**config.mk**
```make
export PLATFORM = sky130hd
export DESIGN_NAME = fp_addsub_pipe
export DESIGN_NICKNAME = d
export VERILOG_FILES = /design/src/rtl/fp_addsub_pipe.sv
export SDC_FILE = /design/constraint.sdc
export NUM_CORES = 1
export LEC_CHECK = 0
export CORE_MARGIN = 10
export CORE_UTILIZATION = 65
export DETAILED_ROUTE_END_ITERATION = 10
export HOLD_SLACK_MARGIN = 0.1
export PLACE_DENSITY = 0.85
export SETUP_SLACK_MARGIN = 0.02
export SLEW_MARGIN = 10
export SYNTH_ARGS = -nofsm -noshare
export SYNTH_HDL_FRONTEND = slang
export SYNTH_SLANG_ARGS = --single-unit
```
**constraint.sdc**
```tcl
create_clock -name clk -period 36.8 [get_ports clk]
set_input_delay 9.2 -clock clk [delete_from_list [all_inputs] [get_ports clk]]
set_output_delay 9.2 -clock clk [all_outputs]
set_load 0.02 [all_outputs]
```
**src/rtl/fp_addsub_pipe.sv**
```systemverilog
// Four-stage pipelined floating-point adder/subtractor.
// Rounds to nearest even, flushes subnormals to zero, and supports valid/ready backpressure.
module fp_addsub_pipe #(
    parameter int EXP_W = 8,
    parameter int MAN_W = 23,
    localparam int W = 1 + EXP_W + MAN_W
) (
    input  logic         clk,
    input  logic         rst_n,
    input  logic         in_valid,
    output logic         in_ready,
    input  logic [W-1:0] a,
    input  logic [W-1:0] b,
    input  logic         sub,
    output logic         out_valid,
    input  logic         out_ready,
    output logic [W-1:0] result,
    output logic         flag_invalid,
    output logic         flag_overflow
);
    localparam int SIG_W   = MAN_W + 1;
    localparam int ALN_W   = MAN_W + 4;
    localparam int SUM_W   = MAN_W + 5;
    localparam int RND_W   = MAN_W + 2;
    localparam int XE_W    = EXP_W + 2;
    localparam int LZ_W    = $clog2(ALN_W + 1);
    localparam int EXP_TOP = (1 << EXP_W) - 1;
    localparam logic [EXP_W-1:0] EXP_MAX = '1;

    typedef enum logic [1:0] {SP_NONE, SP_NAN, SP_INF} spec_e;

    logic stall;

    logic             a_sign, b_sign, a_zero, b_zero, a_nan, b_nan, a_inf, b_inf, a_big;
    logic [EXP_W-1:0] a_exp, b_exp;
    logic [MAN_W-1:0] a_man, b_man;
    logic [SIG_W-1:0] a_sig, b_sig;

    logic             s1_valid_d, s1_valid_q, s1_invalid_d, s1_invalid_q;
    spec_e            s1_kind_d, s1_kind_q;
    logic             s1_sign_d, s1_sign_q, s1_zero_sign_d, s1_zero_sign_q;
    logic             s1_eff_sub_d, s1_eff_sub_q;
    logic [EXP_W-1:0] s1_exp_d, s1_exp_q, s1_diff_d, s1_diff_q;
    logic [SIG_W-1:0] s1_big_sig_d, s1_big_sig_q, s1_small_sig_d, s1_small_sig_q;

    logic             s2_valid_d, s2_valid_q, s2_invalid_d, s2_invalid_q;
    spec_e            s2_kind_d, s2_kind_q;
    logic             s2_sign_d, s2_sign_q, s2_zero_sign_d, s2_zero_sign_q;
    logic             s2_eff_sub_d, s2_eff_sub_q;
    logic [EXP_W-1:0] s2_exp_d, s2_exp_q;
    logic [ALN_W-1:0] s2_big_d, s2_big_q, s2_small_d, s2_small_q;
    logic [MAN_W+2:0] s2_ext, s2_shifted, s2_lost;

    logic             s3_valid_d, s3_valid_q, s3_invalid_d, s3_invalid_q;
    spec_e            s3_kind_d, s3_kind_q;
    logic             s3_sign_d, s3_sign_q, s3_zero_sign_d, s3_zero_sign_q;
    logic [EXP_W-1:0] s3_exp_d, s3_exp_q;
    logic [SUM_W-1:0] s3_sum_d, s3_sum_q;

    logic                   out_valid_d, out_valid_q;
    logic [W-1:0]           result_d, result_q;
    logic                   flag_invalid_d, flag_invalid_q, flag_overflow_d, flag_overflow_q;
    logic [LZ_W-1:0]        lzc;
    logic                   lz_found, round_up;
    logic [ALN_W-1:0]       norm;
    logic signed [XE_W-1:0] norm_exp, fin_exp;
    logic [RND_W-1:0]       rnd;
    logic [MAN_W-1:0]       fin_man;

    assign stall     = out_valid_q & ~out_ready;
    assign in_ready  = ~stall;
    assign out_valid = out_valid_q;
    assign result    = result_q;
    assign flag_invalid  = flag_invalid_q;
    assign flag_overflow = flag_overflow_q;

    assign a_sign = a[W-1];
    assign b_sign = b[W-1] ^ sub;
    assign a_exp  = a[W-2 -: EXP_W];
    assign b_exp  = b[W-2 -: EXP_W];
    assign a_man  = a[MAN_W-1:0];
    assign b_man  = b[MAN_W-1:0];
    assign a_zero = (a_exp == '0);
    assign b_zero = (b_exp == '0);
    assign a_nan  = (a_exp == EXP_MAX) && (a_man != '0);
    assign b_nan  = (b_exp == EXP_MAX) && (b_man != '0);
    assign a_inf  = (a_exp == EXP_MAX) && (a_man == '0);
    assign b_inf  = (b_exp == EXP_MAX) && (b_man == '0);
    assign a_sig  = a_zero ? '0 : {1'b1, a_man};
    assign b_sig  = b_zero ? '0 : {1'b1, b_man};
    // Subnormal mantissas are dropped so flushed operands compare as zero
    assign a_big  = {a_exp, (a_zero ? '0 : a_man)} >= {b_exp, (b_zero ? '0 : b_man)};

    always_comb begin
        s1_valid_d     = in_valid;
        s1_kind_d      = SP_NONE;
        s1_invalid_d   = 1'b0;
        s1_sign_d      = a_big ? a_sign : b_sign;
        s1_zero_sign_d = a_sign & b_sign;
        s1_eff_sub_d   = a_sign ^ b_sign;
        s1_exp_d       = a_big ? a_exp : b_exp;
        s1_diff_d      = a_big ? (a_exp - b_exp) : (b_exp - a_exp);
        s1_big_sig_d   = a_big ? a_sig : b_sig;
        s1_small_sig_d = a_big ? b_sig : a_sig;
        if (a_nan || b_nan) begin
            s1_kind_d = SP_NAN;
        end else if (a_inf && b_inf && (a_sign != b_sign)) begin
            s1_kind_d    = SP_NAN;
            s1_invalid_d = 1'b1;
        end else if (a_inf) begin
            s1_kind_d = SP_INF;
            s1_sign_d = a_sign;
        end else if (b_inf) begin
            s1_kind_d = SP_INF;
            s1_sign_d = b_sign;
        end
    end

    always_comb begin
        s2_valid_d     = s1_valid_q;
        s2_kind_d      = s1_kind_q;
        s2_invalid_d   = s1_invalid_q;
        s2_sign_d      = s1_sign_q;
        s2_zero_sign_d = s1_zero_sign_q;
        s2_eff_sub_d   = s1_eff_sub_q;
        s2_exp_d       = s1_exp_q;
        s2_big_d       = {s1_big_sig_q, 3'b000};
        s2_ext         = {s1_small_sig_q, 2'b00};
        s2_shifted     = '0;
        s2_lost        = '0;
        // Bits shifted past the round position collapse into the sticky LSB
        if (int'(s1_diff_q) >= MAN_W + 3) begin
            s2_small_d = {{(ALN_W-1){1'b0}}, |s1_small_sig_q};
        end else begin
            s2_shifted = s2_ext >> s1_diff_q;
            s2_lost    = s2_ext & ~({(MAN_W+3){1'b1}} << s1_diff_q);
            s2_small_d = {s2_shifted, |s2_lost};
        end
    end

    always_comb begin
        s3_valid_d     = s2_valid_q;
        s3_kind_d      = s2_kind_q;
        s3_invalid_d   = s2_invalid_q;
        s3_sign_d      = s2_sign_q;
        s3_zero_sign_d = s2_zero_sign_q;
        s3_exp_d       = s2_exp_q;
        s3_sum_d       = s2_eff_sub_q ? ({1'b0, s2_big_q} - {1'b0, s2_small_q})
                                      : ({1'b0, s2_big_q} + {1'b0, s2_small_q});
    end

    always_comb begin
        lzc      = '0;
        lz_found = 1'b0;
        for (int i = ALN_W - 1; i >= 0; i--) begin
            if (!lz_found) begin
                if (s3_sum_q[i]) begin
                    lz_found = 1'b1;
                end else begin
                    lzc = lzc + LZ_W'(1);
                end
            end
        end
        if (s3_sum_q[SUM_W-1]) begin
            norm     = {s3_sum_q[SUM_W-1:2], s3_sum_q[1] | s3_sum_q[0]};
            norm_exp = XE_W'(s3_exp_q) + XE_W'(1);
        end else begin
            norm     = s3_sum_q[ALN_W-1:0] << lzc;
            norm_exp = XE_W'(s3_exp_q) - XE_W'(lzc);
        end
        round_up = norm[2] & (norm[1] | norm[0] | norm[3]);
        rnd      = {1'b0, norm[ALN_W-1:3]} + RND_W'(round_up);
        if (rnd[MAN_W+1]) begin
            fin_exp = norm_exp + XE_W'(1);
            fin_man = rnd[MAN_W:1];
        end else begin
            fin_exp = norm_exp;
            fin_man = rnd[MAN_W-1:0];
        end

        out_valid_d     = s3_valid_q;
        result_d        = '0;
        flag_invalid_d  = 1'b0;
        flag_overflow_d = 1'b0;
        if (s3_valid_q) begin
            case (s3_kind_q)
                SP_NAN: begin
                    result_d       = {1'b0, EXP_MAX, 1'b1, {(MAN_W-1){1'b0}}};
                    flag_invalid_d = s3_invalid_q;
                end
                SP_INF: result_d = {s3_sign_q, EXP_MAX, {MAN_W{1'b0}}};
                default: begin
                    if (s3_sum_q == '0) begin
                        result_d = {s3_zero_sign_q, {(W-1){1'b0}}};
                    end else if (int'(fin_exp) >= EXP_TOP) begin
                        result_d        = {s3_sign_q, EXP_MAX, {MAN_W{1'b0}}};
                        flag_overflow_d = 1'b1;
                    end else if (int'(fin_exp) <= 0) begin
                        result_d = {s3_sign_q, {(W-1){1'b0}}};
                    end else begin
                        result_d = {s3_sign_q, fin_exp[EXP_W-1:0], fin_man};
                    end
                end
            endcase
        end
    end

    // A stalled output freezes the whole pipe, so every register shares one enable
    always_ff @(posedge clk or negedge rst_n) begin
        if (!rst_n) begin
            s1_valid_q      <= 1'b0;
            s1_kind_q       <= SP_NONE;
            s1_invalid_q    <= 1'b0;
            s1_sign_q       <= 1'b0;
            s1_zero_sign_q  <= 1'b0;
            s1_eff_sub_q    <= 1'b0;
            s1_exp_q        <= '0;
            s1_diff_q       <= '0;
            s1_big_sig_q    <= '0;
            s1_small_sig_q  <= '0;
            s2_valid_q      <= 1'b0;
            s2_kind_q       <= SP_NONE;
            s2_invalid_q    <= 1'b0;
            s2_sign_q       <= 1'b0;
            s2_zero_sign_q  <= 1'b0;
            s2_eff_sub_q    <= 1'b0;
            s2_exp_q        <= '0;
            s2_big_q        <= '0;
            s2_small_q      <= '0;
            s3_valid_q      <= 1'b0;
            s3_kind_q       <= SP_NONE;
            s3_invalid_q    <= 1'b0;
            s3_sign_q       <= 1'b0;
            s3_zero_sign_q  <= 1'b0;
            s3_exp_q        <= '0;
            s3_sum_q        <= '0;
            out_valid_q     <= 1'b0;
            result_q        <= '0;
            flag_invalid_q  <= 1'b0;
            flag_overflow_q <= 1'b0;
        end else if (!stall) begin
            s1_valid_q      <= s1_valid_d;
            s1_kind_q       <= s1_kind_d;
            s1_invalid_q    <= s1_invalid_d;
            s1_sign_q       <= s1_sign_d;
            s1_zero_sign_q  <= s1_zero_sign_d;
            s1_eff_sub_q    <= s1_eff_sub_d;
            s1_exp_q        <= s1_exp_d;
            s1_diff_q       <= s1_diff_d;
            s1_big_sig_q    <= s1_big_sig_d;
            s1_small_sig_q  <= s1_small_sig_d;
            s2_valid_q      <= s2_valid_d;
            s2_kind_q       <= s2_kind_d;
            s2_invalid_q    <= s2_invalid_d;
            s2_sign_q       <= s2_sign_d;
            s2_zero_sign_q  <= s2_zero_sign_d;
            s2_eff_sub_q    <= s2_eff_sub_d;
            s2_exp_q        <= s2_exp_d;
            s2_big_q        <= s2_big_d;
            s2_small_q      <= s2_small_d;
            s3_valid_q      <= s3_valid_d;
            s3_kind_q       <= s3_kind_d;
            s3_invalid_q    <= s3_invalid_d;
            s3_sign_q       <= s3_sign_d;
            s3_zero_sign_q  <= s3_zero_sign_d;
            s3_exp_q        <= s3_exp_d;
            s3_sum_q        <= s3_sum_d;
            out_valid_q     <= out_valid_d;
            result_q        <= result_d;
            flag_invalid_q  <= flag_invalid_d;
            flag_overflow_q <= flag_overflow_d;
        end
    end
endmodule

```
-- Word-level counts from Yosys, hierarchy flattened
Index checks and enable logic that the tools add are counted.
- register bits: 214
- input port bits: 69
- output and inout bits: 36
- word-level logic and storage cells: 245
- add/subtract/negate cells: 34
- $lt $le $gt $ge: 4
- equal/unequal tests: 5
- shift operators: 3
- mux-type cells: 140
- bitwise operators: 12
- reductions and logical operators: 17
- operator list (cell ; number):
    $mux 5 ; 52
    $add 5x1->5 const B ; 26
    $mux 24 ; 4
    $mux 23 ; 3
    $mux 1 ; 65
    $mux 32 ; 2
    $pmux 32 s2 ; 1
    $mux 31 ; 2
    $mux 27 ; 2
    $logic_not 23->1 ; 2
    $reduce_bool 23->1 ; 2
    $ge 31x31->1 ; 1
    $add 27x27->28 ; 1
    $logic_not 28->1 ; 1
    $mux 28 ; 1
    $sub 27x27->28 ; 1
    $shl 27x5->27 ; 1
    $and 26x26->26 ; 1
    $not 26->26 ; 1
    $reduce_or 26->1 ; 1
    $shl 26x8->26 const A ; 1
    $shr 26x8->26 ; 1
    $add 24x1->25 ; 1
    $reduce_or 24->1 ; 1
    other kinds (22) ; 41

-- Longest topological paths before layout
- depth after elaboration: 92
- mapped depth: 93
- mapped depth without buffers: 89

-- Least setup slack after synthesis
Ideal clock, no wire load.
- path type: input to output
- from: input out_ready
- to: output in_ready
- arrival time: 10.043 ns
- data required time: 27.600 ns
- slack: 17.557 ns
- cell stages on the path: 4
- buffers on the path: 2
- cell sequence: nor2b_1 > inv_2 > clkbuf_1 > clkbuf_1
- longest elaborated chain between the ends: 3
- RTL lines (element ; RTL line ; text):
    start: declaration ; 16 ; input logic out_ready,
    $not 1->1 ; 70 ; assign stall = out_valid_q & ~out_ready;
    $and 1x1->1 ; 70 ;
    $not 1->1 ; 71 ; assign in_ready = ~stall;
    end: declaration ; 11 ; output logic in_ready,
Every way passes these cells.

-- Final worst setup path
Ends and elaborated chain as after synthesis.

==> impl_metrics.py <==
metrics = {
    "status": {
        "status": "finished clean",
    },
    "min_path": {
        "hold_class": "register to register",
        "hp-start": "s1_big_sig_q[2]",
        "min_path_cells": 2,
    },
    "global_routing": {
        "antenna_found_initial": 0,
        "grt_pass1_wl_um": 95600,
        "grtUsageTotal_pct": 29.3,
        "grt_pass1_vias": 18800,
        "grt_max_degree": 106,
        "grtUsageMet3_pct": 3.29,
        "grt_busiest_layer": "met2",
        "use_met1_pct": 36.8,
        "use_met2_pct": 50.8,
        "grt_remaining_overflow": 0,
    },
    "critical_path": {
        "crit_top_cell": "clkdlybuf4s50_1",
        "rr_startpoint": "s3_sum_q[25]",
        "critical_path_buf_inv_count": 4,
        "critPathCapture": "in_ready",
        "arrival_ns": 11.60,
        "slowest_delay_ns": 0.72,
        "slowest_stage": "clkdlybuf4s50_1",
        "worstSetupStartpoint": "out_ready",
        "cp.required_ns": 27.60,
        "rrSetupSlack_ns": 16.24,
        "startpoint_type": "input port",
        "r2r-end": "result[11]",
        "setup.worst_path.class": "input port to output pin",
        "cp-end-kind": "output pin",
        "crit_chain": "clkdlybuf4s50_1 -> nor2b_4 -> buf_4 -> clkinv_2 -> clkdlybuf4s50_1",
        "critical_path_cell_count": 5,
        "critical-path-top-delay-family": "buffers and inverters",
        "critPathMaxFanout": 61,
        "r2r_cells": 89,
    },
    "cts": {
        "clockRootBuffer": "clkbuf_16",
        "cts_tree": "done",
        "insertion_delay_ns": 0.55,
        "ctsHoldBuffers": 0,
        "clkSlewWorstSetupHoldPaths_ns": 0.06,
        "cts_resized": 0,
        "clk_path_buf_depth": 3,
        "cts_max_level": 1,
        "cts-buffers-inserted": 24,
        "cts.sink_count": 214,
        "cts_setup_buffers": 0,
    },
    "final_layout": {
        "syn2layout_area_growth_pct": 10.1,
        "drive_gt1_share_pct": 5.27,
        "instances_no_fill": 3088,
        "layout_commonest_cell": "nand2_1",
        "nFillCells": 2411,
        "fin_nets": 2869,
        "final_cell_mix": "532 x nand2_1, 217 x nor2_1, 214 x dfrtp_1, 211 x o21ai_0, 188 x a21oi_1",
        "n_antenna_cell": 0,
    },
    "synth": {
        "yosysUniqueCellTypes": 101,
        "synth_top_family_by_area": "simple AND/OR/NAND/NOR gates",
        "synth_compound_area_share_pct": 21.9,
        "ys_async_sr_fraction_pct": 100,
        "synth_seq_cells": 214,
        "synth_flop_cell": "dfrtp_1",
        "synthAdderAreaFrac_pct": 8.29,
        "syn_area_sq_um": 20200,
        "yosys_warnings": 0,
        "netlist_instances": 2688,
        "syn_nets": 2882,
        "synth_area_per_cell_sq_um": 7.52,
        "yosys.area_share.simple_pct": 24.0,
        "synth_xor_xnor_area_share_pct": 6.84,
        "ys_seq_area_share_pct": 26.5,
        "synth_enable_flop_cells": 0,
        "synthMuxAreaShare_pct": 6.79,
    },
    "sta": {
        "clock.fmax_ghz": 0.0481,
        "slew_violations": 0,
        "setup_violations": 0,
        "tightest_slew_ns": 1.10,
        "final_hold_viol_count": 0,
        "fin_tns_setup_ns": 0,
        "grt_setup_unrepaired": "no",
        "slew_headroom_pct": 26.9,
        "skew_ns": 0.0211,
        "fin_crit_ns": 20.80,
        "holdWs_ns": 0.472,
        "finalCritPeriodShare_pct": 56.5,
    },
    "floorplanning": {
        "die_w_um": 196,
        "die_area_sq_um": 38500,
        "coreArea_sq_um": 30700,
        "dieHeight_um": 196,
        "io_pins": 105,
        "initial_utilization_pct": 65.9,
        "rows": 64,
    },
    "pwr": {
        "p_per_area_nw_per_um2": 80.0,
        "max-vdd-ir-drop_uv": 45.3,
        "leakagePower_nw": 9.76,
    },
    "route": {
        "routed_via_density": 6.41,
        "route.detailed.drc": 0,
        "num_vias": 19800,
        "drtIter0Drc": 1821,
        "drt_pass1_iterations": 6,
        "drt_wl_total_um": 58700,
        "drtAntennaViolNets": 0,
        "wl_per_cell_um": 19.0,
    },
    "place": {
        "gp_congestion": 0.988,
        "placedCellCount": 3045,
        "hpwl_um": 43800,
        "port_buffers": 104,
    },
    "flow_run": {
        "cap_violations": 0,
    },
}
## synthesized netlist by cell type, types with 9 or more instances
cell | count | share of area [%]
o21a_1 | 18 | 0.67
nand2_1 | 532 | 9.9
xor2_1 | 45 | 1.9
buf_1 | 19 | 0.35
or4_1 | 11 | 0.41
a22oi_1 | 9 | 0.33
nand4_1 | 26 | 0.80
inv_1 | 125 | 2.3
nor2b_1 | 37 | 1.1
a21o_1 | 20 | 0.74
a211oi_1 | 23 | 0.85
o22ai_1 | 21 | 0.65
nor4_1 | 30 | 0.93
buf_2 | 10 | 0.25
mux2_2 | 21 | 1.2
or3_1 | 12 | 0.37
nor2_1 | 217 | 4.0
a31oi_1 | 41 | 1.3
o211ai_1 | 18 | 0.67
and2_1 | 10 | 0.31
a32o_1 | 16 | 0.79
a22o_1 | 12 | 0.52
xnor2_1 | 89 | 3.9
o21bai_1 | 31 | 1.2
nor3_1 | 48 | 1.2
mux2i_1 | 103 | 5.1
or2_2 | 12 | 0.37
and3_1 | 11 | 0.34
clkbuf_1 | 131 | 2.4
ha_1 | 121 | 7.5
nand2b_1 | 23 | 0.71
o21ai_0 | 211 | 5.2
dfrtp_1 | 214 | 26
a21oi_1 | 188 | 4.7
nand3_1 | 55 | 1.4
o31ai_1 | 10 | 0.37
## worst min path at each step
stage / end / slack, ns
final: s2_big_q[5] / 0.47
after global routing: s2_big_q[3] / 0.50
after CTS: s1_zero_sign_q / 0.47
after detailed placement: s1_zero_sign_q / 0.46
after global placement: s1_valid_q / 0.45
after floorplan: s3_zero_sign_q / 0.43
## flip-flops by register name (all words and copies together), names as in the netlist, 2 cells and up
signal,cells
s2_small_q,27
s2_big_q,24
s2_exp_q,8
s3_exp_q,8
result,32
s3_sum_q,28
s3_kind_q,2
s1_kind_q,2
s1_diff_q,8
s1_exp_q,8
s1_big_sig_q,24
s2_kind_q,2
s1_small_sig_q,24
## power breakdown
group	internal (W)	switching [W]	leakage (nW)	total, W
Clock	0.000175	0.000102	0.450	0.000276
Sequential	0.000319	0.000137	2.70	0.000456
Combinational	0.000408	0.000641	6.61	0.00105
Total	0.000901	0.000880	9.76	0.00178
## routing by layer
metal / wire length [um] / share of wire, %
met1: 24300 / 41
met2: 28700 / 49
met3: 3440 / 5.9
met4: 2360 / 4.0
met5: 0 / 0
## cells by family after synthesis
family,Yosys count
simple gates,1067
compound gates,705
other cells,1
flops,214
buf+inv,294
mux,130
xor+xnor,144
fa+ha+maj,133
## worst min-delay path: stages, from the launching register on
cell     delay, ns
dfrtp_1       0.35
nand2_1       0.05
nand2_1       0.06
## per-stage QoR
| stage | instance area [sq um] | total power [W] | util [%] | setup WS [ns] |
|---|---|---|---|---|
| after floorplan | 20200 | 0.00119 | - | 17.56 |
| after detailed placement | 21300 | 0.00147 | 69.5 | 16.03 |
| after global placement | 21300 | 0.00143 | 69.5 | 16.07 |
| after CTS | 22200 | 0.00176 | 72.5 | 16.02 |
| after global routing | 22200 | 0.00191 | 72.5 | 14.91 |
| final | 22200 | 0.00178 | 72.5 | 16.00 |
## cell type report
type                            count  area, sq um  area share [%]
Timing Repair Buffer              126         1210            5.44
Inverter                          129          485            2.18
Multi-Input combinational cell   2180        13800            61.9
Tap cell                          396          495            2.23
Clock inverter                     14          284            1.28
Clock buffer                       29          639            2.87
Sequential cell                   214         5360            24.1
No activity file was read; power rests on OpenSTA's default activity.
